### src/rtl/ps2_keypad_rx_if.sv
// Output bundle of the PS/2 keypad receiver towards the game FSM.
// Latency: none, plain wiring of registered receiver outputs.
// Backpressure: none, every field is a pulse or a held value.
interface ps2_keypad_rx_if #(
  parameter int NUM_DIGITS = 4
);
  logic                    ready;
  logic [4*NUM_DIGITS-1:0] userInt;
  logic [3:0]              digit_count;
  logic                    scan_valid;
  logic [7:0]              scan_code;
  logic                    frame_err;

  // Receiver drives the bundle.
  modport master (
    output ready, userInt, digit_count, scan_valid, scan_code, frame_err
  );

  // Consumer (game FSM or bench) observes the bundle.
  modport slave (
    input ready, userInt, digit_count, scan_valid, scan_code, frame_err
  );
endinterface

### src/rtl/ps2_keypad_rx.sv
// PS/2 keyboard receiver: sync + debounce pins, deframe 11-bit words, decode digit entry.
// Latency: pin change -> edge 2+DB_CYCLES+1 clk; scan_valid/frame_err at E+1, ready at E+2.
// Backpressure: none; pulses are one clk wide and the consumer must sample them.
module ps2_keypad_rx #(
  parameter int NUM_DIGITS     = 4,
  parameter int DB_CYCLES      = 256,
  parameter int TIMEOUT_CYCLES = 100000
) (
  input  logic             clk,
  input  logic             rst,
  input  logic             PS2Clk,
  input  logic             PS2Data,
  ps2_keypad_rx_if.master  out_if
);

  localparam int              UW      = 4 * NUM_DIGITS;
  localparam int              DBW     = $clog2(DB_CYCLES);
  localparam int              TOW     = $clog2(TIMEOUT_CYCLES);
  localparam logic [DBW-1:0]  DB_LAST = DBW'(DB_CYCLES - 1);
  localparam logic [TOW-1:0]  TO_LAST = TOW'(TIMEOUT_CYCLES - 1);
  localparam logic [3:0]      LAST_IX = 4'(NUM_DIGITS - 1);

  typedef enum logic [1:0] {S_IDLE, S_BRK, S_EXT, S_EXT_BRK} state_t;

  // Index 0 carries the PS/2 clock pin, index 1 the data pin.
  logic [1:0]     sync1_q, sync2_q, deb_q;
  logic [DBW-1:0] db_cnt_q [2];

  logic           clk_prev_q;
  logic [3:0]     bitcnt_q;
  logic [9:0]     frame_q;
  logic [TOW-1:0] timer_q;
  logic           scan_valid_q, frame_err_q;
  logic [7:0]     scan_code_q;

  state_t         state_q;
  logic [UW-1:0]  buf_q, user_q;
  logic [3:0]     digit_count_q;
  logic           ready_q;

  logic           fall_w, frame_ok_w;
  logic [10:0]    frame_full_w;
  logic [4:0]     digit_w;
  logic [3:0]     bs_idx_w;
  logic [UW-1:0]  buf_ins_w, buf_bs_w;

  // Make code -> {is_digit, value}; the top row 1..9,0.
  function automatic logic [4:0] digit_lookup(input logic [7:0] code);
    case (code)
      8'h16:   digit_lookup = {1'b1, 4'd1};
      8'h1E:   digit_lookup = {1'b1, 4'd2};
      8'h26:   digit_lookup = {1'b1, 4'd3};
      8'h25:   digit_lookup = {1'b1, 4'd4};
      8'h2E:   digit_lookup = {1'b1, 4'd5};
      8'h36:   digit_lookup = {1'b1, 4'd6};
      8'h3D:   digit_lookup = {1'b1, 4'd7};
      8'h3E:   digit_lookup = {1'b1, 4'd8};
      8'h46:   digit_lookup = {1'b1, 4'd9};
      8'h45:   digit_lookup = {1'b1, 4'd0};
      default: digit_lookup = 5'd0;
    endcase
  endfunction

  // Two-flop synchronisers for both pins; idle bus level is 1.
  always_ff @(posedge clk) begin
    if (rst) begin
      sync1_q <= 2'b11;
      sync2_q <= 2'b11;
    end else begin
      sync1_q <= {PS2Data, PS2Clk};
      sync2_q <= sync1_q;
    end
  end

  // Debouncers: output adopts the input after DB_CYCLES consecutive differing samples.
  always_ff @(posedge clk) begin
    if (rst) begin
      deb_q <= 2'b11;
      for (int i = 0; i < 2; i++) db_cnt_q[i] <= '0;
    end else begin
      for (int i = 0; i < 2; i++) begin
        if (sync2_q[i] == deb_q[i]) begin
          db_cnt_q[i] <= '0;
        end else if (db_cnt_q[i] == DB_LAST) begin
          deb_q[i]    <= sync2_q[i];
          db_cnt_q[i] <= '0;
        end else begin
          db_cnt_q[i] <= db_cnt_q[i] + 1'b1;
        end
      end
    end
  end

  // The frame is checked on the edge that delivers bit 10, so the stop bit comes straight from the pin.
  assign fall_w       = clk_prev_q & ~deb_q[0];
  assign frame_full_w = {deb_q[1], frame_q};
  assign frame_ok_w   = ~frame_full_w[0] & frame_full_w[10] & (^frame_full_w[9:1]);

  // Deframer with idle timeout; a falling edge always beats timer expiry.
  always_ff @(posedge clk) begin
    if (rst) begin
      clk_prev_q   <= 1'b1;
      bitcnt_q     <= '0;
      frame_q      <= '0;
      timer_q      <= '0;
      scan_valid_q <= 1'b0;
      frame_err_q  <= 1'b0;
      scan_code_q  <= '0;
    end else begin
      clk_prev_q   <= deb_q[0];
      scan_valid_q <= 1'b0;
      frame_err_q  <= 1'b0;
      if (fall_w) begin
        timer_q <= '0;
        if (bitcnt_q == 4'd10) begin
          bitcnt_q <= '0;
          if (frame_ok_w) begin
            scan_valid_q <= 1'b1;
            scan_code_q  <= frame_full_w[8:1];
          end else begin
            frame_err_q <= 1'b1;
          end
        end else begin
          frame_q[bitcnt_q] <= deb_q[1];
          bitcnt_q          <= bitcnt_q + 4'd1;
        end
      end else if (bitcnt_q != 4'd0) begin
        if (timer_q == TO_LAST) begin
          bitcnt_q    <= '0;
          timer_q     <= '0;
          frame_err_q <= 1'b1;
        end else begin
          timer_q <= timer_q + 1'b1;
        end
      end else begin
        timer_q <= '0;
      end
    end
  end

  // Candidate buffers for a digit insert and for a backspace.
  always_comb begin
    digit_w   = digit_lookup(scan_code_q);
    bs_idx_w  = digit_count_q - 4'd1;
    buf_ins_w = buf_q;
    buf_ins_w[digit_count_q*4 +: 4] = digit_w[3:0];
    buf_bs_w  = buf_q;
    buf_bs_w[bs_idx_w*4 +: 4] = 4'd0;
  end

  // Prefix-tracking decoder and digit accumulator, acting one cycle after scan_valid.
  always_ff @(posedge clk) begin
    if (rst) begin
      state_q       <= S_IDLE;
      buf_q         <= '0;
      user_q        <= '0;
      digit_count_q <= '0;
      ready_q       <= 1'b0;
    end else begin
      ready_q <= 1'b0;
      if (scan_valid_q) begin
        case (state_q)
          S_IDLE: begin
            if (scan_code_q == 8'hF0) begin
              state_q <= S_BRK;
            end else if (scan_code_q == 8'hE0) begin
              state_q <= S_EXT;
            end else if (digit_w[4]) begin
              if (digit_count_q == LAST_IX) begin
                user_q        <= buf_ins_w;
                ready_q       <= 1'b1;
                buf_q         <= '0;
                digit_count_q <= '0;
              end else begin
                buf_q         <= buf_ins_w;
                digit_count_q <= digit_count_q + 4'd1;
              end
            end else if (scan_code_q == 8'h66) begin
              if (digit_count_q != 4'd0) begin
                buf_q         <= buf_bs_w;
                digit_count_q <= bs_idx_w;
              end
            end else if (scan_code_q == 8'h76) begin
              buf_q         <= '0;
              digit_count_q <= '0;
            end
          end
          S_EXT:   state_q <= (scan_code_q == 8'hF0) ? S_EXT_BRK : S_IDLE;
          default: state_q <= S_IDLE;
        endcase
      end
    end
  end

  assign out_if.ready       = ready_q;
  assign out_if.userInt     = user_q;
  assign out_if.digit_count = digit_count_q;
  assign out_if.scan_valid  = scan_valid_q;
  assign out_if.scan_code   = scan_code_q;
  assign out_if.frame_err   = frame_err_q;

endmodule

### src/flat_wrapper.sv
// flat-port wrapper written by rule: the top's interface ports become plain ports
module ps2_keypad_rx_flat 
#(
  parameter int NUM_DIGITS     = 4,
  parameter int DB_CYCLES      = 256,
  parameter int TIMEOUT_CYCLES = 100000
)
  (clk, rst, PS2Clk, PS2Data, out_if_ready, out_if_userInt, out_if_digit_count, out_if_scan_valid, out_if_scan_code, out_if_frame_err);
  ps2_keypad_rx_if #(.NUM_DIGITS(NUM_DIGITS)) out_if_i ();
  input  logic clk;
  input  logic rst;
  input  logic PS2Clk;
  input  logic PS2Data;
  output wire logic [$bits(out_if_i.ready)-1:0] out_if_ready;
  output wire logic [$bits(out_if_i.userInt)-1:0] out_if_userInt;
  output wire logic [$bits(out_if_i.digit_count)-1:0] out_if_digit_count;
  output wire logic [$bits(out_if_i.scan_valid)-1:0] out_if_scan_valid;
  output wire logic [$bits(out_if_i.scan_code)-1:0] out_if_scan_code;
  output wire logic [$bits(out_if_i.frame_err)-1:0] out_if_frame_err;
  assign out_if_ready = out_if_i.ready;
  assign out_if_userInt = out_if_i.userInt;
  assign out_if_digit_count = out_if_i.digit_count;
  assign out_if_scan_valid = out_if_i.scan_valid;
  assign out_if_scan_code = out_if_i.scan_code;
  assign out_if_frame_err = out_if_i.frame_err;
  ps2_keypad_rx #(.NUM_DIGITS(NUM_DIGITS), .DB_CYCLES(DB_CYCLES), .TIMEOUT_CYCLES(TIMEOUT_CYCLES)) u_core (.clk(clk), .rst(rst), .PS2Clk(PS2Clk), .PS2Data(PS2Data), .out_if(out_if_i));
endmodule
### config.mk
export PLATFORM = sky130hd
export DESIGN_NAME = ps2_keypad_rx_flat
export DESIGN_NICKNAME = d
export VERILOG_FILES = /design/src/rtl/ps2_keypad_rx_if.sv /design/src/rtl/ps2_keypad_rx.sv /design/src/flat_wrapper.sv
export SDC_FILE = /design/constraint.sdc
export NUM_CORES = 1
export LEC_CHECK = 0
export CORE_MARGIN = 2
export CORE_UTILIZATION = 47
export CTS_CLUSTER_DIAMETER = 100
export DETAILED_ROUTE_END_ITERATION = 8
export GPL_ROUTABILITY_DRIVEN = 1
export GPL_TIMING_DRIVEN = 0
export MAX_ROUTING_LAYER = met4
export PLACE_DENSITY = 0.66
export SYNTH_ARGS = -nofsm -noshare
export SYNTH_HDL_FRONTEND = slang
export SYNTH_SLANG_ARGS = --single-unit
### constraint.sdc
create_clock -name clk -period 5.65 [get_ports clk]
set_clock_uncertainty 0.05 [all_clocks]
set_input_delay 1.13 -clock clk [delete_from_list [all_inputs] [get_ports clk]]
set_output_delay 1.13 -clock clk [all_outputs]
set_load 0.02 [all_outputs]
**Word-level counts from Yosys, hierarchy flattened**

Memories as Yosys holds them, arrays and structs flattened.
Cells that the tools add are included.

- Word-level logic and storage cells: 156
- Bits of input ports: 4
- Memories: 1
- Output and inout bits: 31
- Flip-flop bits (word level): 87
- Memory bits (writable): 16

- Equal/unequal tests: 24
- Muxes and demuxes: 61
- Bitwise operators: 21
- Reduce and logical (&&, ||, !) cells: 19
- Shift operators: 4
- Add/subtract/negate cells: 8
- Magnitude comparators: 2

Memories:

| memory | depth | bits a word | read ports | clocked after memory_dff | wr ports | line | source |
|---|---|---|---|---|---|---|---|
| u_core.db_cnt_q | 2 | 8 | 2 | 0 | 2 | ps2_keypad_rx.sv:27 | `logic [DBW-1:0] db_cnt_q [2];` |

Operators by type and width:

| kind | count |
|---|---|
| 16-bit 2-to-1 mux | 5 |
| 6-bit negation with 34-bit output | 2 |
| 4-bit by 34-bit variable shift with 16-bit output (first input constant) | 2 |
| 5-bit one-hot mux with 10 select lines | 1 |
| 8-bit by 6-bit == test with 1-bit output (second input constant) | 6 |
| 8-bit 2-to-1 mux | 6 |
| 4-bit 2-to-1 mux | 9 |
| 4-bit by 34-bit variable part select with 16-bit output | 1 |
| 4-bit by 34-bit variable part select with 16-bit output (first input constant) | 1 |
| 16-bit bitwise mux | 2 |
| 8-bit by 7-bit == test with 1-bit output (second input constant) | 4 |
| 8-bit == test (second input constant) | 4 |
| 1-bit 2-to-1 mux | 32 |
| 17-bit by 1-bit adder with 17-bit output (second input constant) | 1 |
| 17-bit == test (second input constant) | 1 |
| 8-bit by 1-bit adder with 8-bit output (second input constant) | 2 |
| 8-bit by 5-bit == test with 1-bit output (second input constant) | 2 |
| 1-bit NOT | 12 |
| 6-bit AND reduction | 2 |
| 10-bit bitwise mux | 1 |
| 2-bit AND reduction | 5 |
| 9-bit XOR reduction | 1 |
| 4-bit by 1-bit adder with 4-bit output (second input constant) | 2 |
| 4-bit nonzero test | 2 |
| other kinds (22) | 33 |

**Logic depth before layout (Yosys ltp)**

- Word-level depth: 7
- Mapped depth: 12
- Mapped depth without buffers: 11

**Worst setup path after synthesis**

No wires, ideal clock.

- Kind: register to register
- From: reg u_core.digit_count_q[0], in the netlist u_core.out_if.digit_count[0]
- To: reg u_core.buf_q[1]
- Path buffers: 1
- Cell stages (with the launch flop): 13
- Path slack: 2.221 ns
- Setup time: 0.088 ns
- Data required time: 5.512 ns
- Period minus slack after synthesis: 3.429 ns
- Arrival time: 3.291 ns
- Cells stage by stage: dfxtp_1 > clkbuf_1 > inv_1 > ha_1 > xnor2_1 > and3_1 > inv_1 > ha_1 > or3b_2 > o31a_1 > a211oi_2 > nand2_1 > o32ai_2

- Longest elaborated chain between the ends: 7
- Elaborated cells between the ends (all ways): 17
- Classes of those cells: 3 x add/sub; 2 x eq/ne; 4 x shift; 6 x mux; 2 x reduce/logical

Ends and longest elaborated chain:

| item | line | source |
|---|---|---|
| start: declaration | ps2_keypad_rx.sv:38 | `logic [3:0] digit_count_q;` |
| start signal: assignment | ps2_keypad_rx.sv:176 | `digit_count_q <= digit_count_q + 4'd1;` |
| start signal: assignment | ps2_keypad_rx.sv:181 | `digit_count_q <= bs_idx_w;` |
| 4-bit by 1-bit subtractor with 4-bit output | ps2_keypad_rx.sv:144 | `bs_idx_w = digit_count_q - 4'd1;` |
| 6-bit negation with 34-bit output | ps2_keypad_rx.sv:148 | `buf_bs_w[bs_idx_w*4 +: 4] = 4'd0;` |
| 4-bit by 34-bit variable part select with 16-bit output or 4-bit by 34-bit variable shift with 16-bit output (tied branches) | ps2_keypad_rx.sv:148 |  |
| 16-bit bitwise mux | ps2_keypad_rx.sv:148 |  |
| 16-bit 2-to-1 mux | ps2_keypad_rx.sv:179 | `if (digit_count_q != 4'd0) begin` |
| 16-bit 2-to-1 mux | ps2_keypad_rx.sv:178 | `end else if (scan_code_q == 8'h66) begin` |
| 16-bit 2-to-1 mux | ps2_keypad_rx.sv:168 | `end else if (digit_w[4]) begin` |
| end signal: assignment | ps2_keypad_rx.sv:175 | `buf_q <= buf_ins_w;` |
| end signal: assignment | ps2_keypad_rx.sv:180 | `buf_q <= buf_bs_w;` |
| end: declaration | ps2_keypad_rx.sv:37 | `logic [UW-1:0] buf_q, user_q;` |

Several ways; a longest one is shown, not always the timed one. The select of a mux whose other input is x is not followed.
A chain may end at the register's enable or synchronous reset.

**Final worst setup path**

Ends and elaborated chain as after synthesis.

==> results by group <==
STA
  – Fin crit share: 68.2%
  – Fin. max-slew vios: 0
  – F_max: 0.259 GHz
  – Min cycle time layout: 3.86 ns
  – RSZ-0062 raised after global routing: false
  – Final setup viols: 0
  – Max_slew headroom: 49.2%
  – Final Hold Viols: 0
  – Setup_tns: 0 ns
  – Slew @ Worst Pin: 0.756 ns

Die
  – IO Count: 35
  – Initial Util: 48.6%
  – Die area: 0.0122 mm2
  – Num rows: 38
  – Die Span X: 110 um
  – Die Ht: 110 um
  – Core area: 0.0109 mm2

Synth
  – Largest family of logic cells by synthesized area: simple AND/OR/NAND/NOR gates
  – Most frequent cell after synthesis: nor2_1
  – Post-Syn Instances: 574
  – Post-synthesis adder-cell area fraction: 1.88%
  – Netlist cell types: 76
  – Post-Synth XOR/XNOR Area: 7.02%
  – Synth warnings: 0
  – Synth Area in Simple Gates: 24.6%
  – Post-synthesis sequential area ratio: 41.8%
  – Synth Area in Compound Gates: 14.0%
  – #FFs+latches synth: 103
  – Post-synth EDFFs: 16
  – Top post-synthesis cells by count: 92 x nor2_1, 87 x dfxtp_1, 34 x nand2_1
  – Post-synthesis mux area share: 6.97%
  – Leading area contributor after synthesis: dfxtp_1
  – Synth top area share: 32.8%
  – Syn Area/Cell: 9.26 um2
  – Ys async rst share: 0%
  – Mapped cell area: 0.00531 mm2
  – Top FF cell, synth: dfxtp_1
  – Dominant cells by area after synthesis: dfxtp_1 33%, edfxtp_1 9.0%, nor2_1 6.5%, mux2i_1 5.7%, xor2_1 3.5%

Clock network
  – Clock Path Buffers: 2
  – Post-cts resize count: 0
  – Cts bufs inserted: 9
  – H-tree levels: 3
  – Root Buffer: clkbuf_16
  – Clk sinks: 103
  – CTS tree: built
  – Hold buffer count at CTS: 0
  – Worst-path clk slew: 0.07 ns
  – Setup bufs post-CTS: 0
  – Clk_lat worst skew: 0.36 ns

Pwr
  – Flop pwr share: 53.4%
  – Sw Pwr: 308 uW
  – Combinational share of power: 2.0%
  – PD cells: 228 mW/mm2
  – P_int: 1100 uW
  – Clk network pwr share: 44.5%
  – Maximum VDD drop: 0.000151 V
  – Post-layout power: 1410 uW
  – Switching Share: 21.8%
  – Leak: 0.00217 uW

Detailed routing
  – First DRT Iteration DRCs: 262
  – DR vias: 4218
  – Via density per instance: 5.41
  – WL final: 12100 um
  – Drt wl/cell: 15.5 um
  – ANT nets after route: 0
  – Drt drc: 0
  – 1st-pass router iterations: 5

Cells and area
  – Antenna cells: 0
  – Share of cells above drive strength 1: 10.6%
  – Nets: 646
  – Synth-to-Final Area Change: 16.4%

Outcome
  – Status: finished, final reports clean

Critical path
  – CP arrival: 4.08 ns
  – Cell Chain, Critical Path: clkbuf_1 -> inv_1 -> ha_1 -> xnor2_1 -> and3_1 -> inv_1 -> ha_1 -> or3b_2 -> o31a_1 -> a211oi_2 -> nand2_1 -> o32ai_2
  – CP max stage delay: 0.46 ns
  – WP data required: 5.87 ns
  – Critical path class: flop to flop
  – Buffers and inverters on the worst path: 3
  – Slowest-stage cell, CP: or3b_2
  – Top Family by Delay on Critical Path: compound AO/OA/AOI/OAI gates
  – CP Max Fanout: 10
  – Worst setup EP type: flop
  – Startpoint Class: flop

Global route
  – First-pass GRT wire length: 19500 um
  – Largest net degree at the start of global routing: 18
  – Grt met3 use: 3.12%
  – Initial antenna violation count: 0
  – GRT overflow: 0
  – Vias in the first global route: 3910
  – GRT Util Overall: 21.5%
  – GR Util met1: 28.9%
  – GR Util met2: 33.6%
  – GRT busiest layer: met2

Placement
  – PortBufs: 34
  – Placer Congestion: 0.964
  – Post-DP HPWL: 8820 um

Hold path
  – Hold Crit Class: flop to flop

Flow run
  – Max-cap violation count: 0
## flip-flops by register name (all words and copies together) (netlist names)
signal and count:
u_core.buf_q 16, u_core.clk_prev_q 1, u_core.deb_q 2, u_core.out_if.ready 1, u_core.db_cnt_q 16, u_core.bitcnt_q 4
u_core.frame_q 10, u_core.state_q 2, u_core.out_if.scan_code 8, u_core.out_if.frame_err 1, u_core.out_if.digit_count 4, u_core.sync1_q 2
u_core.timer_q 17, u_core.out_if.scan_valid 1, u_core.out_if.userInt 16, u_core.sync2_q 2
## metal layers
layer  part of all wire (%)  vias up
met3                    4.1       15
met1                     50     1986
met4                    1.4        0
met2                     45       86
li1                       -     2131
met5                      0        -
## per-stage QoR
stage                     cells  util [%]  instance area (um2)  setup WS [ns]  hold slack, ns
after floorplan             589         -                 5370           2.22           0.339
after global placement      763      53.8                 5890           1.88           0.345
after detailed placement    763      53.8                 5890           1.89           0.346
after CTS                   779      56.5                 6180           1.85           0.375
after global routing        779      56.5                 6180           1.62           0.383
final                       779      56.5                 6180           1.79           0.372
## power groups by stage
stage | Combinational [uW] | Sequential [uW] | Clock (uW)
6_report | 28.7 | 754 | 628
2_1_floorplan | 18.4 | 770 | 0
5_1_grt | 32.0 | 755 | 668
3_3_place_gp | 28.3 | 771 | 0
3_5_place_dp | 28.7 | 771 | 0
4_1_cts | 28.8 | 754 | 641
## layout by cell type (no fill, tap or decap), drive strengths merged, types with 14 or more instances in the layout
| master | n |
|---|---|
| conb | 16 |
| nor2 | 95 |
| xnor2 | 19 |
| dfxtp | 87 |
| xor2 | 21 |
| a211oi | 15 |
| clkbuf | 27 |
| and3 | 14 |
| mux2i | 31 |
| inv | 19 |
| nand3 | 21 |
| clkdlybuf4s50 | 34 |
| edfxtp | 16 |
| a21oi | 16 |
| nand2b | 18 |
| nand2 | 34 |
## layout make-up
type / instances / area [um2]
Buffer: 25 / 129
Clock buffer: 9 / 225
Clock inverter: 7 / 72.6
Fill cell: 1033 / 4750
Inverter: 18 / 67.6
Multi-Input combinational cell: 443 / 2950
Sequential cell: 103 / 2220
Tap cell: 140 / 175
Timing Repair Buffer: 34 / 340
## final timing paths
path                                              startpoint           endpoint  slack, ns  cells after the start
worst max-delay path            u_core.out_if.digit_count[0]    u_core.buf_q[1]       1.79                     12
worst min-delay path                       u_core.sync1_q[1]  u_core.sync2_q[1]       0.37                      1
worst max register to register  u_core.out_if.digit_count[0]    u_core.buf_q[1]       1.79                     12
worst min register to register             u_core.sync1_q[1]  u_core.sync2_q[1]       0.37                      1
## worst register-to-register path, delay by kind of cell, from the launching register on
kind | cells | cell delay, ns
adders and majority gates | 2 | 0.59
AOI/OAI and AO/OA | 3 | 0.91
and+or+nand+nor | 3 | 0.89
DFF | 1 | 0.40
buffers and inverters | 3 | 0.55
xor gates and xnor gates | 1 | 0.39
## cell families (layout without fill, tap and decap cells)
kind of cell,Yosys count,after routing
buffers and inverters,43,93
AND/OR/NAND/NOR,254,254
adder cells (fa/ha/maj),8,8
multiplexers,36,36
XOR/XNOR,41,41
other,1,16
flip-flops,103,103
AO/OA/AOI/OAI,88,88
(Power assumes the default switching activity.)
